--- src/rtl/pipe_stage_buf.sv ---
// rtl/pipe_stage_buf.sv - valid/ready pipeline stage with 2-entry skid buffer and flush
//
// Purpose: carries a DATA_W payload between two pipeline stages. Back-pressure
// (in_ready) is decoded from state flops only, so a downstream stall never
// forms a combinational path back to the upstream stage.
//
// Optional feature macro: PIPE_STALL_CNT_EN (adds the stall_cnt port and counter).
//
// Ports:
//   clk        in   1       rising-edge clock
//   rst        in   1       asynchronous active-high reset
//   flush      in   1       synchronous squash of all buffered entries
//   in_valid   in   1       upstream offers in_data
//   in_ready   out  1       buffer can accept this cycle
//   in_data    in   DATA_W  upstream payload
//   out_valid  out  1       out_data holds a valid entry
//   out_ready  in   1       downstream consumes this cycle
//   out_data   out  DATA_W  head payload, zero when out_valid = 0
//   stall_cnt  out  CNT_W   saturating stall counter (PIPE_STALL_CNT_EN only)

module pipe_stage_buf #(
  parameter int DATA_W = 64,
  parameter int CNT_W  = 16
) (
  input  logic              clk,
  input  logic              rst,
  input  logic              flush,
  input  logic              in_valid,
  output logic              in_ready,
  input  logic [DATA_W-1:0] in_data,
  output logic              out_valid,
  input  logic              out_ready,
  output logic [DATA_W-1:0] out_data
`ifdef PIPE_STALL_CNT_EN
  ,
  output logic [CNT_W-1:0]  stall_cnt
`endif
);

  typedef enum logic [1:0] {
    ST_EMPTY = 2'd0,
    ST_ONE   = 2'd1,
    ST_TWO   = 2'd2
  } state_t;

  state_t            r_state;
  logic [DATA_W-1:0] r_main;
  logic [DATA_W-1:0] r_skid;

  state_t            w_state_nxt;
  logic [DATA_W-1:0] w_main_nxt;
  logic [DATA_W-1:0] w_skid_nxt;
  logic              w_push;
  logic              w_pop;

  // Handshake outputs come straight from the state register.
  assign in_ready  = (r_state != ST_TWO);
  assign out_valid = (r_state != ST_EMPTY);
  // main is cleared whenever the stage empties, so it already reads as NOP.
  assign out_data  = r_main;

  assign w_push = in_valid & in_ready;
  assign w_pop  = out_valid & out_ready;

  always_ff @(posedge clk or posedge rst) begin
    if (rst) begin
      r_state <= ST_EMPTY;
      r_main  <= '0;
      r_skid  <= '0;
    end else begin
      r_state <= w_state_nxt;
      r_main  <= w_main_nxt;
      r_skid  <= w_skid_nxt;
    end
  end

  always_comb begin
    w_state_nxt = r_state;
    w_main_nxt  = r_main;
    w_skid_nxt  = r_skid;
    if (flush) begin
      // Flush wins over any concurrent push; a concurrent pop is still
      // considered taken by the downstream stage.
      w_state_nxt = ST_EMPTY;
      w_main_nxt  = '0;
      w_skid_nxt  = '0;
    end else begin
      case (r_state)
        ST_EMPTY: begin
          if (w_push) begin
            w_main_nxt  = in_data;
            w_state_nxt = ST_ONE;
          end
        end
        ST_ONE: begin
          if (w_push && w_pop) begin
            w_main_nxt = in_data;
          end else if (w_push) begin
            // Downstream stalled: park the new word behind the head.
            w_skid_nxt  = in_data;
            w_state_nxt = ST_TWO;
          end else if (w_pop) begin
            w_main_nxt  = '0;
            w_state_nxt = ST_EMPTY;
          end
        end
        ST_TWO: begin
          // in_ready is low here, so only a pop can happen.
          if (w_pop) begin
            w_main_nxt  = r_skid;
            w_skid_nxt  = '0;
            w_state_nxt = ST_ONE;
          end
        end
        default: begin
          w_state_nxt = ST_EMPTY;
          w_main_nxt  = '0;
          w_skid_nxt  = '0;
        end
      endcase
    end
  end

`ifdef PIPE_STALL_CNT_EN
  logic [CNT_W-1:0] r_stall_cnt;

  // Cleared by reset only; flush leaves the statistic intact.
  always_ff @(posedge clk or posedge rst) begin
    if (rst) begin
      r_stall_cnt <= '0;
    end else if (out_valid && !out_ready && (r_stall_cnt != {CNT_W{1'b1}})) begin
      r_stall_cnt <= r_stall_cnt + 1'b1;
    end
  end

  assign stall_cnt = r_stall_cnt;
`endif

endmodule
--- config.mk ---
export PLATFORM = sky130hd
export DESIGN_NAME = pipe_stage_buf
export DESIGN_NICKNAME = d
export VERILOG_FILES = /design/src/rtl/pipe_stage_buf.sv
export SDC_FILE = /design/constraint.sdc
export NUM_CORES = 1
export LEC_CHECK = 0
export ABC_AREA = 0
export BUFFER_PORTS_ARGS = -buffer_cell sky130_fd_sc_hd__buf_2
export CORE_MARGIN = 3
export CORE_UTILIZATION = 55
export DETAILED_ROUTE_END_ITERATION = 16
export PLACE_DENSITY = 0.86
export REMOVE_ABC_BUFFERS = 1
export SYNTH_ARGS = -nofsm -noshare
export SYNTH_HDL_FRONTEND = slang
export SYNTH_SLANG_ARGS = --single-unit
--- constraint.sdc ---
create_clock -name clk -period 5.15 [get_ports clk]
set_input_delay 0.515 -clock clk [delete_from_list [all_inputs] [get_ports clk]]
set_output_delay 0.515 -clock clk [all_outputs]
set_load 0.005 [all_outputs]
==> results.txt <==
Design area -> 7780 sq um
Initial DRC count -> 298
Count of final hold-check violations -> 0
Setup_tns -> 0 ps
CORE AREA -> 11700 sq um
Slack of the worst reg-to-reg path -> 2830 ps
Yosys cell types -> 24
CTS tree -> done
Largest family of logic cells by synthesized area -> multiplexers
Cts bufs inserted -> 17
Post-CTS setup buffers -> 0
Final HPWL DP -> 9.42 mm
Port Buffers -> 134
#FFs+latches synth -> 130
Bufs and invs on worst path -> 2
Max-slew violations -> 0
Combinational share of power -> 14.4%
Most common cell after layout, fill and taps aside -> buf_2
Critical path's top delay family -> buffers and inverters
Cells on worst reg2reg path -> 4
P&R area growth vs syn -> 15.9%
CTS resizes -> 0
Worst hold slack -> 258 ps
N_diodes -> 0
Req. time, crit path -> 4640 ps
Slew margin rel. -> 25.5%
CP endpoint kind -> output port
Initial antenna violation count -> 0
First-pass GRT wire length -> 24.9 mm
Final ANT Viol Nets -> 0
Register share of total power -> 43.9%
DIE AREA -> 13600 sq um
RSZ-0062 raised after global routing -> no
Peak supply drop -> 193 uV
Design Power -> 2.58 mW
Slowest cell on the critical path -> buf_4
Starting Density -> 57.6%
Leakage power -> 3.67 nW
Post-synthesis mux area share -> 19.6%
Post-synthesis sequential area ratio -> 48.5%
Die H -> 116 um
Clk root buf -> clkbuf_16
Fmax -> 376 MHz
Pin slew with the least headroom to its limit -> 1120 ps
# setup viols final -> 0
Cts hold-fix bufs -> 0
Wire per inst -> 17.4 um
Period Utilization, post-route -> 51.6%
Skew final -> 5.19 ps
Mean number of vias per cell -> 5.80
Later-pin clock latency in the skew report -> 410 ps
I/O pins -> 135
Critical path arrival -> 2140 ps
Slowest Stage Delay on Critical Path -> 870 ps
Synth Area in Adders -> 0%
Vias in the first global route -> 5083
H-tree Lvls -> 4
Grt ovf -> 0
Post-DP Area -> 7250 sq um
Layout cells sized above 1 -> 25.4%
Max_cap viols -> 0
Fin crit period -> 2660 ps
CP Launch Type -> register
Vias -> 4941
Final nets -> 766
Internal -> 1.91 mW
Mapped cell area -> 6710 sq um
Total track usage -> 23.4%
Status -> completed
Clk slew on worst S/H paths -> 50 ps
Critical path class -> register to output port
Number of detailed-route iterations in the first pass -> 5
FF-to-FF Start -> r_state[1]
Complex-gate fraction of the synthesized area -> 17.2%
Post-Route WL -> 14.9 mm
Commonest non-fill, non-tap cells in the layout -> buf_2 (134), mux2i_1 (128), dfrtp_1 (128), nand2_1 (66)
Sw power -> 0.667 mW
Post-synthesis cell count -> 585
PwrDens -> 331 nW/um^2
Peak fanout along the critical path -> 65
Num rows -> 39
XOR/XNOR Fraction of Synth Area -> 0%
Warnings, synthesis -> 0
Critical R2R Capture -> r_skid[36]
Sink Count -> 130
Switching fraction of total power -> 25.9%
Hold Crit Class -> input pin to asynchronous set/reset pin
Post-Synth Simple-Gate Area -> 5.44%
Die X -> 116 um
Syn_area_per_cell -> 11.5 sq um
Pin count of the biggest net entering global routing -> 71
CTS Buffer Depth -> 2
GPL Wtd Cong -> 0.743
Cells along the critical path -> buf_4, or2_2, buf_2
Drt drc -> 0
Final core utilization -> 66.7%
Clock network power share -> 41.7%
-- synth_stat cells --
cell         n  area (sq um)
a21oi_1      1          5.00
nor2_1       4          15.0
a22o_1      64           561
buf_2       12          60.1
o22a_1       1          8.76
nand2b_1     1          6.26
buf_6       18           203
o2bb2ai_1   64           561
buf_4       12          90.1
a2bb2oi_2    1          15.0
nand2_1     66           248
clkbuf_1     5          18.8
buf_1        1          3.75
a211oi_1     1          7.51
mux2i_4      1          22.5
or2_2        1          6.26
dfrtp_1    130          3250
nor2b_1      3          18.8
mux2i_2      1          13.8
nor2_4       2          22.5
inv_1       65           244
mux2i_1    128          1280
or3b_2       1          8.76
nor2_8       2          40.0
-- flip-flops by register name, summed over array words and instances (netlist names) --
signal	cells
out_data	64
r_skid	64
r_state	2
-- cell type report --
| cell class | count | area (sq um) |
|---|---|---|
| clock buffer | 26 | 499 |
| clock inverter | 5 | 27.5 |
| fill | 875 | 3880 |
| inverter | 65 | 246 |
| multi-input combinational | 342 | 2850 |
| sequential | 130 | 3260 |
| tap | 143 | 179 |
| timing repair buffer | 141 | 723 |
-- per-layer routing --
layer  wire (um)  vias to the layer above  global-route usage [%]  part of all wire (%)
li1            -                     2298                       -                     -
met1        6590                     2448                    30.1                    44
met2        7200                      166                    38.5                    48
met3         779                       29                    5.91                   5.2
met4         284                        0                    8.12                   1.9
met5           0                        -                       0                     0
-- power groups by stage --
| stage | clock network, mW | logic (mW) | registers [mW] |
|---|---|---|---|
| floorplan | 0 | 0.211 | 1.16 |
| global placement | 0 | 0.360 | 1.14 |
| detailed placement | 0 | 0.373 | 1.15 |
| CTS | 1.09 | 0.376 | 1.13 |
| global route | 1.14 | 0.414 | 1.14 |
| finish | 1.07 | 0.372 | 1.13 |
-- through the flow --
| stage | cells | worst slack, ps |
|---|---|---|
| after floorplan | 537 | 632 |
| after global placement | 821 | 2690 |
| after detailed placement | 821 | 2590 |
| after CTS | 852 | 2490 |
| after global routing | 852 | 2390 |
| final | 852 | 2490 |
-- worst max path at each step --
stage	endpoint	depth (start not counted)	slack [ps]	start
final	out_valid	3	2490	r_state[1]
after global routing	out_valid	3	2390	r_state[1]
after CTS	out_valid	3	2490	r_state[1]
after detailed placement	r_skid[8]	6	2590	in_valid
after global placement	r_skid[43]	6	2690	in_valid
after floorplan	r_skid[0]	4	630	r_state[1]
-- kinds of logic after synthesis --
logic type             after synthesis
AOI/OAI and AO/OA                  132
muxes                              130
DFF                                130
buffers and inverters              113
and+or+nand+nor                     80
Power figures use the tool's default switching activity.
